**src/rtl/riscv_pipe_pkg.sv**
```systemverilog
// Shared types and constants for the RV32I front-end pipeline registers.
package riscv_pipe_pkg;

    typedef struct packed {
        logic       RegWrite;
        logic [1:0] ResultSrc;
        logic       MemWrite;
        logic       Jump;
        logic       Branch;
        logic [2:0] ALUControl;
        logic       ALUSrc;
    } ctrl_t;

    localparam int          CTRL_W      = $bits(ctrl_t);
    localparam ctrl_t       CTRL_BUBBLE = '0;
    localparam logic [31:0] NOP_INSTR   = 32'h0000_0013;

endpackage

```
**src/rtl/pipe_reg_en_clr.sv**
```systemverilog
// Generic pipeline register with enable and clear; a clear loads the reset value,
// so a flushed stage looks exactly like a freshly reset one.
module pipe_reg_en_clr #(
    parameter int             W       = 32,
    parameter logic [W-1:0]   RST_VAL = '0
) (
    input  logic         clk,
    input  logic         reset_n,
    input  logic         en,
    input  logic         clr,
    input  logic [W-1:0] d,
    output logic [W-1:0] q
);

    always_ff @(posedge clk) begin
        if (!reset_n) begin
            q <= RST_VAL;
        end else if (clr) begin
            q <= RST_VAL;
        end else if (en) begin
            q <= d;
        end
    end

endmodule

```
**src/rtl/pipeline_front_regs.sv**
```systemverilog
// PC, IF/ID and ID/EX registers of the 5-stage RV32I core under hazard-unit control,
// plus saturating counters of stall, flush and redirect events.
module pipeline_front_regs
    import riscv_pipe_pkg::*;
#(
    parameter int                XLEN     = 32,
    parameter logic [XLEN-1:0]   RESET_PC = '0,
    parameter int                CNT_W    = 32
) (
    input  logic             clk,
    input  logic             reset_n,
    input  logic             StallF,
    input  logic             StallD,
    input  logic             FlushD,
    input  logic             FlushE,
    input  logic             PCSrcE,
    input  logic [XLEN-1:0]  PCTargetE,
    input  logic [31:0]      InstrF,
    input  ctrl_t            CtrlD,
    input  logic [XLEN-1:0]  RD1D,
    input  logic [XLEN-1:0]  RD2D,
    input  logic [XLEN-1:0]  ImmExtD,
    input  logic [4:0]       Rs1D,
    input  logic [4:0]       Rs2D,
    input  logic [4:0]       RdD,
    input  logic             CntClr,
    output logic [XLEN-1:0]  PCF,
    output logic [31:0]      InstrD,
    output logic [XLEN-1:0]  PCD,
    output logic [XLEN-1:0]  PCPlus4D,
    output logic             ValidD,
    output logic             ValidE,
    output ctrl_t            CtrlE,
    output logic [XLEN-1:0]  RD1E,
    output logic [XLEN-1:0]  RD2E,
    output logic [XLEN-1:0]  ImmExtE,
    output logic [XLEN-1:0]  PCE,
    output logic [XLEN-1:0]  PCPlus4E,
    output logic [4:0]       Rs1E,
    output logic [4:0]       Rs2E,
    output logic [4:0]       RdE,
    output logic [CNT_W-1:0] StallCnt,
    output logic [CNT_W-1:0] FlushCnt,
    output logic [CNT_W-1:0] RedirCnt
);

    localparam logic [XLEN-1:0]  PC_STEP = XLEN'(4);
    localparam logic [CNT_W-1:0] CNT_MAX = '1;
    localparam int IFID_W = 32 + 2 * XLEN + 1;
    localparam int IDEX_W = CTRL_W + 5 * XLEN + 15 + 1;
    localparam logic [IFID_W-1:0] IFID_RST = {NOP_INSTR, {(2 * XLEN + 1){1'b0}}};

    function automatic logic [CNT_W-1:0] sat_inc(input logic [CNT_W-1:0] cnt,
                                                 input logic             ev);
        if (ev && (cnt != CNT_MAX)) begin
            return cnt + CNT_W'(1);
        end
        return cnt;
    endfunction

    logic [XLEN-1:0]   pc_plus4_p0;
    logic [XLEN-1:0]   pc_next_p0;
    logic [IFID_W-1:0] ifid_d_p1;
    logic [IFID_W-1:0] ifid_q_p1;
    logic [IDEX_W-1:0] idex_d_p2;
    logic [IDEX_W-1:0] idex_q_p2;

    // ---- Fetch: a redirect always wins over StallF so it can never be dropped
    assign pc_plus4_p0 = PCF + PC_STEP;
    assign pc_next_p0  = PCSrcE ? PCTargetE : pc_plus4_p0;

    pipe_reg_en_clr #(.W(XLEN), .RST_VAL(RESET_PC)) u_pc_reg (
        .clk     (clk),
        .reset_n (reset_n),
        .en      (PCSrcE | ~StallF),
        .clr     (1'b0),
        .d       (pc_next_p0),
        .q       (PCF)
    );

    // ---- IF/ID: flush loads the NOP bubble and takes priority over StallD
    assign ifid_d_p1 = {InstrF, PCF, pc_plus4_p0, 1'b1};

    pipe_reg_en_clr #(.W(IFID_W), .RST_VAL(IFID_RST)) u_ifid_reg (
        .clk     (clk),
        .reset_n (reset_n),
        .en      (~StallD),
        .clr     (FlushD),
        .d       (ifid_d_p1),
        .q       (ifid_q_p1)
    );

    assign {InstrD, PCD, PCPlus4D, ValidD} = ifid_q_p1;

    // ---- ID/EX: never stalls, only bubbled by FlushE
    assign idex_d_p2 = {CtrlD, RD1D, RD2D, ImmExtD, PCD, PCPlus4D, Rs1D, Rs2D, RdD, ValidD};

    pipe_reg_en_clr #(.W(IDEX_W), .RST_VAL('0)) u_idex_reg (
        .clk     (clk),
        .reset_n (reset_n),
        .en      (1'b1),
        .clr     (FlushE),
        .d       (idex_d_p2),
        .q       (idex_q_p2)
    );

    assign {CtrlE, RD1E, RD2E, ImmExtE, PCE, PCPlus4E, Rs1E, Rs2E, RdE, ValidE} = idex_q_p2;

    always_ff @(posedge clk) begin
        if (!reset_n || CntClr) begin
            StallCnt <= '0;
            FlushCnt <= '0;
            RedirCnt <= '0;
        end else begin
            StallCnt <= sat_inc(StallCnt, StallF);
            FlushCnt <= sat_inc(FlushCnt, FlushE);
            RedirCnt <= sat_inc(RedirCnt, PCSrcE);
        end
    end

endmodule

```
**config.mk**
```make
export PLATFORM = sky130hd
export DESIGN_NAME = pipeline_front_regs
export DESIGN_NICKNAME = d
export VERILOG_FILES = /design/src/rtl/riscv_pipe_pkg.sv /design/src/rtl/pipe_reg_en_clr.sv /design/src/rtl/pipeline_front_regs.sv
export SDC_FILE = /design/constraint.sdc
export NUM_CORES = 1
export LEC_CHECK = 0
export BUFFER_PORTS_ARGS = -buffer_cell sky130_fd_sc_hd__buf_2
export CORE_AREA = 4 4 231 233
export CTS_BUF_LIST = sky130_fd_sc_hd__clkbuf_2 sky130_fd_sc_hd__clkbuf_4 sky130_fd_sc_hd__clkbuf_8
export DETAILED_ROUTE_END_ITERATION = 10
export DIE_AREA = 0 0 235 237
export PLACE_DENSITY = 0.56
export SLEW_MARGIN = 20
export SYNTH_ARGS = -nofsm -noshare
export SYNTH_HDL_FRONTEND = slang
export SYNTH_SLANG_ARGS = --single-unit
```
**constraint.sdc**
```tcl
create_clock -name clk -period 2.8 [get_ports clk]
set_clock_uncertainty 0.1 [all_clocks]
set_input_delay 0.42 -clock clk [delete_from_list [all_inputs] [get_ports clk]]
set_output_delay 0.42 -clock clk [all_outputs]
set_load 0.01 [all_outputs]
```
==> out/qor_table.md <==
| Step | Metric | Value |
|:---|:---|:---|
| critical path | Path depth of the worst reg2reg path | 5 |
| synthesis | Most numerous cell types in the synthesized netlist | dfxtp_1 (407), and2_1 (190), nor2_1 (125) |
| layout | Sequential standard cell area | 8150 sq um |
| critical path | Maximum net fanout on the critical path | 15 |
| clock network | Bufs on Longest Clock Path | 3 |
| synthesis | Post-synthesis average cell area | 9.61 sq um |
| power | Leakage dissipation | 10.2 nW |
| clock network | Number of buffers added by the clock tree synthesis step | 73 |
| critical path | Endpoint required time on the critical path | 3.25 ns |
| floorplan | Rows | 83 |
| floorplan | Die area | 55,700 sq um |
| critical path | Crit path arrival time | 3.01 ns |
| clock network | CTS resizes | 0 |
| layout | Area delta synth->final | 48.0% |
| critical path | Crit Path Class | reg2reg |
| synthesis | Cell count after synthesis | 1,573 |
| synthesis | Synth cell types | 50 |
| synthesis | Sequential area share after synthesis | 0.539 |
| drt | DRC violation count after routing | 0 |
| critical path | Element type at the critical path end | flip-flop |
| drt | Total length of routed met2 wires | 27.5 mm |
| drt | Initial DRC Count | 656 |
| global route | First-pass GRT wire length | 88.2 mm |
| run status | Result of the run | finished clean |
| timing | Unrepaired setup endpoints after global routing | no |
| place | Placed cell count | 2,807 |
| floorplan | Area of the core | 51,200 sq um |
| synthesis | Count leader, synth | dfxtp_1 |
| global route | Via count of the first global-routing pass | 14.4k |
| floorplan | Starting Density | 0.295 |
| synthesis | Post-synth net total | 1,770 |
| place | Dpl hpwl | 42.4 mm |
| place | Placer Congestion | 0.942 |
| timing | Final Max Slew Viols | 0 |
| timing | Number of hold-slack violations in the final timing report | 0 |
| place | Total of buffers placed on input and output ports | 603 |
| global route | Largest net degree at the start of global routing | 96 |
| layout | Combined area of the multi-input logic cells | 6520 sq um |
| timing | Relative slew slack | 0.387 |
| timing | Final count of negative-setup-slack endpoints | 0 |
| drt | DR WL/cell | 18.7 um |
| layout | Total number of nets in the final design | 2,584 |
| flow run | Max-cap violations | 0 |
| timing | Final total negative setup slack | 0 ns |
| drt | Number of vias in the routed layout | 14.6k |
| worst hold path | Number of cells traversed by the worst hold path | 3 |
| layout | Number of standard cells in the layout, taps in and fillers out | 3,113 |
| clock network | H-tree levels | 3 |
| drt | Highest metal layer used by the detailed router | met5 |
| clock network | Root buf cell | clkbuf_8 |
| power | Power per cell area | 578 nW/um^2 |
| clock network | Buffers inserted by post-CTS timing repair | 0 |
| synthesis | Async set or reset register ratio after synthesis | 0 |
| drt | Post-detailed-routing wire length | 58.1 mm |
| synthesis | Synth top area cells | dfxtp_1 (54%), and2_1 (7.9%), mux2i_1 (5.2%) |
| clock network | Clock insertion delay at the later pin of the skew report | 0.63 ns |
| drt | Post-route ant nets | 0 |
| synthesis | Synthesized area | 15,100 sq um |
| timing | Max frequency | 389 MHz |
| clock network | CTS hold repair buffers | 185 |
| drt | Number of iterations in the first detailed-routing pass | 5 |
| floorplan | Overall die height | 237 um |
| clock network | Clock input transition at the sequential cells of the worst setup and hold paths | 0.06 ns |
| clock network | CTS tree | built |
| synthesis | Share of the synthesized area in the top cell type | 0.539 |
| synthesis | Flop and latch count out of synthesis | 407 |
| drt | Vias per cell | 4.69 |
| floorplan | Floorplan die width | 235 um |
| timing | Worst Max-Slew Pin Slew | 0.920 ns |
| drt | DRT met1 WL | 23.9 mm |
| critical path | Minimum setup slack among reg-to-reg paths | 0.23 ns |
| timing | Clock period minus worst slack | 2.57 ns |
| synthesis | Flip-flop cell with the highest count after synthesis | dfxtp_1 |
| layout | Filler cells | 4,961 |
| synthesis | Dominant cell type by area after synthesis | dfxtp_1 |
| clock network | CTS sink cnt | 407 |
| timing | Post-route clock period utilization | 0.917 |
| synthesis | Total number of yosys warnings | 0 |
| global route | All-layer global routing usage | 0.199 |
| layout | Post-route core utilization | 0.437 |
| critical path | Kind of launch point of the worst setup path | flip-flop |
| floorplan | Total I/O pin count | 604 |
| worst hold path | Worst min-delay path class | in2reg |
| power | Max IR drop VDD | 0.324 mV |
| global route | Initial antenna violation count | 1 |
| synthesis | Number of synthesized flops with an enable pin | 0 |
| layout | Fraction of layout cells with a size suffix above 1 | 0.328 |
| global route | Overflow after GRT | 0 |
| drt | Routed wire length on met3 | 4.39 mm |
## worst max-delay path: stages, from the launching register on
cell and delay, ns:
dfxtp_1 0.45, nand4_2 0.20, or4_4 0.61, or3_4 0.48
or4_1 0.50, a21oi_1 0.16
## logic make-up after synthesis
logic type / count (synthesis) / synth area share
simple gates: 653 / 0.236
xor+xnor: 72 / 0.0417
mux: 78 / 0.0517
flops: 407 / 0.539
compound gates: 241 / 0.0963
buf+inv: 118 / 0.0320
fa+ha+maj: 4 / 0.00331
## sequential cells by signal, summed over array words and instances, names as in the netlist
signal and count:
u_ifid_reg.q 95, u_pc_reg.q 32, StallCnt 32, FlushCnt 32, u_idex_reg.q 184, RedirCnt 32
## metrics by stage
stage	worst slack [ns]	total power, mW	instance area (sq um)	hold slack (ns)
finish	0.232	12.9	22400	0.146
global placement	0.324	7.09	19000	0.352
floorplan	0.237	6.60	15100	0.384
global route	0.105	13.5	22400	0.0743
CTS	0.257	13.1	22400	0.0486
detailed placement	0.268	7.09	19000	0.366
## layout by cell type, fill, tap and decap left out, drive strengths merged, types with 25 or more instances in the layout
cell	n
clkbuf	105
buf	656
o21ai	73
dlygate4sd3	185
xor2	27
nand4	37
or3	32
xnor2	45
nand2	94
or4	29
nor2	125
mux2i	78
and2	190
a21oi	85
nor4	31
nand3	44
dfxtp	407
o31ai	25
## per-layer routing
metal | global-route usage | vias up
li1 | - | 7100
met1 | 0.240 | 6905
met2 | 0.323 | 482
met3 | 0.0656 | 106
met4 | 0.0929 | 2
met5 | 0 | -
## layout make-up
class                   instances  share of cell area
multi-input cells            1048               0.292
clock buffers                 105              0.0579
well taps                     680              0.0381
clock inverters                15             0.00828
repair buffers                841               0.237
diodes                          1            0.000112
inverters                      16             0.00269
flip-flops and latches        407               0.364
## path summary, 6_finish.rpt
check                                      start                to
worst max-delay path                RedirCnt[11]      RedirCnt[27]
worst min-delay path                      StallD  u_ifid_reg.q[40]
worst max register to register      RedirCnt[11]      RedirCnt[27]
worst min register to register  u_ifid_reg.q[27]  u_idex_reg.q[42]
## where the power goes
part / switching [mW] / internal [mW] / total [mW]
sequential: 0.0953 / 5.95 / 6.04
combinational: 0.585 / 0.562 / 1.15
clock: 2.48 / 3.26 / 5.74
Power figures use the tool's default switching activity.
